[src/rtl/sm_pkg.sv]
// Shared types for the sign-magnitude stream accumulator: FSM state and
// the sign-normalisation helper used wherever a magnitude may be zero.
package sm_pkg;

    typedef enum logic {
        ACC = 1'b0,
        OUT = 1'b1
    } sm_state_t;

    // A zero magnitude always carries a positive sign (no -0 anywhere).
    function automatic logic sm_norm(input logic sign, input logic mag_zero);
        return sign & ~mag_zero;
    endfunction

endpackage

[src/rtl/sm_add_core.sv]
// Combinational W-bit sign-magnitude adder: compare, add or subtract,
// normalise zero to +0. Carry is the overflow of the (W-1)-bit magnitude add.
module sm_add_core
    import sm_pkg::*;
#(
    parameter int W = 12
) (
    input  logic         i_a_sign,
    input  logic [W-2:0] i_a_mag,
    input  logic         i_b_sign,
    input  logic [W-2:0] i_b_mag,
    output logic         o_sign,
    output logic [W-2:0] o_mag,
    output logic         o_carry
);

    logic [W-1:0] w_sum;
    logic         w_a_ge_b;
    logic         w_sign_raw;
    logic [W-2:0] w_mag_raw;

    assign w_a_ge_b = (i_a_mag >= i_b_mag);

    always_comb begin
        w_sum      = '0;
        w_sign_raw = i_a_sign;
        w_mag_raw  = '0;
        o_carry    = 1'b0;
        if (i_a_sign == i_b_sign) begin
            w_sum     = {1'b0, i_a_mag} + {1'b0, i_b_mag};
            w_mag_raw = w_sum[W-2:0];
            o_carry   = w_sum[W-1];
        end else if (w_a_ge_b) begin
            w_mag_raw  = i_a_mag - i_b_mag;
            w_sign_raw = i_a_sign;
        end else begin
            w_mag_raw  = i_b_mag - i_a_mag;
            w_sign_raw = i_b_sign;
        end
    end

    // Equal magnitudes of opposite sign land here with a zero magnitude.
    assign o_mag  = w_mag_raw;
    assign o_sign = sm_norm(w_sign_raw, (w_mag_raw == '0));

endmodule

[src/rtl/sm_accum.sv]
// Framed sign-magnitude stream accumulator with per-frame result and sticky
// overflow. Define SM_ACCUM_SAT_EN for saturating magnitude; default wraps.
module sm_accum
    import sm_pkg::*;
#(
    parameter int N = 8,
    parameter int M = 12
) (
    input  logic         clk,
    input  logic         reset,
    input  logic         in_valid,
    output logic         in_ready,
    input  logic [N-1:0] in_data,
    input  logic         in_sub,
    input  logic         in_last,
    output logic         out_valid,
    input  logic         out_ready,
    output logic [M-1:0] out_data,
    output logic         out_ovf
);

    localparam int MW = M - 1;

    sm_state_t     r_state;
    sm_state_t     w_state_nxt;
    logic          r_acc_sign;
    logic [M-2:0]  r_acc_mag;
    logic          r_ovf;
    logic [M-1:0]  r_out_data;
    logic          r_out_ovf;

    logic          w_accept;
    logic          w_op_sign;
    logic [M-2:0]  w_op_mag;
    logic          w_sum_sign;
    logic [M-2:0]  w_sum_mag;
    logic          w_carry;
    logic [M-2:0]  w_new_mag;
    logic          w_new_ovf;

    assign w_accept  = in_valid && (r_state == ACC);
    assign w_op_mag  = MW'(in_data[N-2:0]);
    assign w_op_sign = sm_norm(in_data[N-1] ^ in_sub, (in_data[N-2:0] == '0));

    sm_add_core #(.W(M)) u_add_core (
        .i_a_sign (r_acc_sign),
        .i_a_mag  (r_acc_mag),
        .i_b_sign (w_op_sign),
        .i_b_mag  (w_op_mag),
        .o_sign   (w_sum_sign),
        .o_mag    (w_sum_mag),
        .o_carry  (w_carry)
    );

`ifdef SM_ACCUM_SAT_EN
    // Clamp keeps the sign; the clamped value is never zero, so no renormalise.
    assign w_new_mag = w_carry ? '1 : w_sum_mag;
`else
    assign w_new_mag = w_sum_mag;
`endif
    assign w_new_ovf = r_ovf | w_carry;

    always_comb begin
        w_state_nxt = r_state;
        case (r_state)
            ACC: if (w_accept && in_last) w_state_nxt = OUT;
            OUT: if (out_ready)           w_state_nxt = ACC;
            default:                      w_state_nxt = ACC;
        endcase
    end

    always_ff @(posedge clk or posedge reset) begin
        if (reset) begin
            r_state <= ACC;
        end else begin
            r_state <= w_state_nxt;
        end
    end

    always_ff @(posedge clk or posedge reset) begin
        if (reset) begin
            r_acc_sign <= 1'b0;
            r_acc_mag  <= '0;
            r_ovf      <= 1'b0;
            r_out_data <= '0;
            r_out_ovf  <= 1'b0;
        end else if (w_accept) begin
            if (in_last) begin
                r_out_data <= {w_sum_sign, w_new_mag};
                r_out_ovf  <= w_new_ovf;
                r_acc_sign <= 1'b0;
                r_acc_mag  <= '0;
                r_ovf      <= 1'b0;
            end else begin
                r_acc_sign <= w_sum_sign;
                r_acc_mag  <= w_new_mag;
                r_ovf      <= w_new_ovf;
            end
        end
    end

    assign in_ready  = (r_state == ACC);
    assign out_valid = (r_state == OUT);
    assign out_data  = r_out_data;
    assign out_ovf   = r_out_ovf;

endmodule

[config.mk]
export PLATFORM = sky130hd
export DESIGN_NAME = sm_accum
export DESIGN_NICKNAME = d
export VERILOG_FILES = /design/src/rtl/sm_pkg.sv /design/src/rtl/sm_add_core.sv /design/src/rtl/sm_accum.sv
export SDC_FILE = /design/constraint.sdc
export NUM_CORES = 1
export LEC_CHECK = 0
export ABC_AREA = 1
export CAP_MARGIN = 10
export CORE_AREA = 5 5 91 93
export CTS_CLUSTER_SIZE = 25
export DETAILED_ROUTE_END_ITERATION = 6
export DIE_AREA = 0 0 96 98
export GPL_TIMING_DRIVEN = 0
export PLACE_DENSITY = 0.67
export SLEW_MARGIN = 20
export SYNTH_ARGS = -nofsm -noshare
export SYNTH_HDL_FRONTEND = slang
export SYNTH_HIERARCHICAL = 1
export SYNTH_SLANG_ARGS = --single-unit
[constraint.sdc]
create_clock -name clk -period 5.6 [get_ports clk]
set_input_delay 1.12 -clock clk [delete_from_list [all_inputs] [get_ports clk]]
set_output_delay 1.12 -clock clk [all_outputs]
set_load 0.01 [all_outputs]
==> out/qor.yml <==
cts:
  cts_resized: 0
  cts_setup_buffers: 0
  clockBufferDepth: 2
  cts_tree: "built"
  cts.clk_slew.worst_paths_ns: 0.09
  cts_root_buf: "clkbuf_8"
  clock-sinks: 27
  postCtsHoldBufs: 0
  numCtsBuffers: 3
  htreeDepth: 1
  clock_latency_ns: 0.27
layout:
  nNetsFinal: 623
  nFillCells: 803
  post-route-util_pct: 52.4
  final_common_cell: "nand2_1"
  finalInstanceArea_um2: 3910
  drive_gt1_share_pct: 12.6
  syn_to_final_growth_pct: 14.4
  antenna_cells: 0
  layout_common_cells: "nand2_1, inv_1, nand3_1"
critical_path:
  cp.arrival_ns: 3.96
  critPathSlowestCell: "xnor2_1"
  critPathMostFrequentCell: "nor2_1"
  worstPathCellList: "clkdlybuf4s50_1 > nor2_1 > nand2_1 > nor2_1 > nor2_1 > xnor2_1 > inv_1 > buf_6 > nand3_2 > nand2_1 > nand2_1 > nand2_2 > nand3_1 > nor2_1 > nor2_1 > nand2_1 > o21ai_0"
  reg2regPathDepth: 17
  path_class: "in2reg"
  r2r_slack_ns: 2.88
  cp-end-kind: "register"
  worst-path-max-fanout: 10
  cp-start-kind: "input pin"
  max_stage_delay_ns: 0.71
  required_ns: 5.80
placement:
  post-place-ws_ns: 1.53
  io_buffers: 28
  routabilityCongestion: 0.958
  dp.final_hpwl_mm: 7.50
  post_dp_cell_area_um2: 3860
drt:
  wl_per_cell_um: 13.4
  final_antenna_net_count: 0
  wl_met1_mm: 4.20
  vias: 3304
  routed-wl-met3_um: 395
  dr.pass1.iters: 4
  drt_iter0_markers: 180
  wl_met2_mm: 4.30
  viasPerCell: 4.89
  routed.top_layer: "met4"
  drc: 0
  postRouteWirelength_mm: 9.06
global_routing:
  antenna_found_initial: 0
  grt_use_total_pct: 20.2
  grt_pass1_wl_mm: 15.2
  grt_pass1_vias: 3289
  grt_max_degree: 28
  overflow: 0
synthesis:
  synthTopCellsByArea: "nand2_1, dfrtp_1, ha_1"
  yosysTopAreaCellShare_pct: 21.0
  async_flop_share_pct: 100
  yosysUniqueCellTypes: 35
  synth_cells: 531
  yosys_warnings: 6
  yosys.area.top_type: "nand2_1"
  synth-main-ff-cell: "dfrtp_1"
  syn-cell-area_um2: 3410
  synth-seq-cells: 27
  synth_area_per_cell_um2: 6.43
  synth_edf_count: 0
  synth_seq_area_share_pct: 19.8
power_and_ir_drop:
  power.density_nw_per_um2: 524
  total_power_w: 0.00205
  p_leak_nw: 2.18
  ir_drop_mv: 0.260
die:
  die_h_um: 98
  fp.dieW_um: 96
  core_area_um2: 7450
  initial_core_util_pct: 45.9
  die-area_um2: 9410
  fp-row-count: 32
  ioPinCount: 29
timing:
  clock.fmax_mhz: 266
  rsz0062_at_grt: "no"
  timing_hold_violations_final: 0
  drv_slew: 0
  setup_tns_ns: 0
  fin_ws_ns: 1.84
  skew_ns: 0.00236
  finalSetupViolations: 0
  worst_pin_slew_ns: 0.959
  max_slew_margin_pct: 35.6
  period_share_pct: 67.2
  fin_crit_ns: 3.76
hold_path:
  min_delay_path_depth: 2
  hp-class: "reg2reg"
run_status:
  status: "complete, no violations"
job:
  cap_violations: 0
[worst paths after layout]
check | from | endpoint
setup / recovery | in_data[1] | r_acc_sign
hold / removal | out_data[0] | out_data[0]
setup reg to reg | r_acc_mag[1] | r_acc_sign
hold reg to reg | out_data[0] | out_data[0]
max in group asynchronous | reset | r_acc_mag[9]
min in group asynchronous | reset | out_data[1]
[metal layers]
metal	vias up	GRT usage, %
met5	-	0
met4	0	5.36
met3	15	1.62
met2	97	33.9
met1	1496	27.5
li1	1696	-
[state kept, by name (all words and copies together) (netlist names)]
signal,count
out_data,12
r_ovf,1
r_acc_sign,1
r_acc_mag,11
out_valid,1
out_ovf,1
[Yosys cell counts (2+ instances only)]
cell        n
nor2_1     25
fa_1        3
buf_4       6
nor2_2      3
nand2_1   191
o21bai_1    2
buf_6       7
nor2_4      5
a21oi_1    16
o21ai_1     2
nand3_1    39
xor2_1      6
xnor2_1     2
inv_2       6
dfrtp_1    27
or2_2       3
nand4_1     5
ha_1       32
inv_1      84
nand2_4     7
nand2_2    17
a21oi_2     2
o21ai_0    22
nand3_2     8
[critical path, delay by kind of cell]
kind                      cells  cell delay (ns)
and+or+nand+nor              12             1.02
xor gates and xnor gates      1             0.71
buffers and inverters         3             0.95
AOI/OAI and AO/OA             1             0.14
[where the power goes]
part / internal (W) / switching (W) / leakage (nW)
logic: 0.000586 / 0.00100 / 1.81
registers: 0.000276 / 0.0000734 / 0.346
clock network: 0.0000510 / 0.0000587 / 0.0228
total: 0.000913 / 0.00113 / 2.18
[stage by stage]
| step | hold WS [ns] | std cells |
|---|---|---|
| 2_1_floorplan | 0.472 | 541 |
| 3_3_place_gp | 0.463 | 671 |
| 3_5_place_dp | 0.464 | 671 |
| 4_1_cts | 0.492 | 675 |
| 5_1_grt | 0.520 | 675 |
| 6_report | 0.491 | 675 |
[logic make-up (layout without fill, tap and decap cells)]
kind of cell / Yosys count / in the layout / synth area share [%]
other: 1 / 11 / 0.110
AO/OA/AOI/OAI: 47 / 47 / 7.70
AND/OR/NAND/NOR: 307 / 307 / 42.3
adder cells (fa/ha/maj): 35 / 35 / 13.5
XOR/XNOR: 8 / 8 / 2.05
multiplexers: 1 / 1 / 0.293
buffers and inverters: 105 / 137 / 14.3
flip-flops: 27 / 27 / 19.8
[final cells by class]
type                       count  area, um2  area share, %
buffer                        15        149           3.81
tap                          102        128           3.27
sequential                    27        676           17.3
clock buffer                   4       45.0           1.15
inverter                      90        338           8.65
timing repair buffer          28        280           7.18
multi-input combinational    409       2290           58.6
Power figures use the tool's default switching activity.
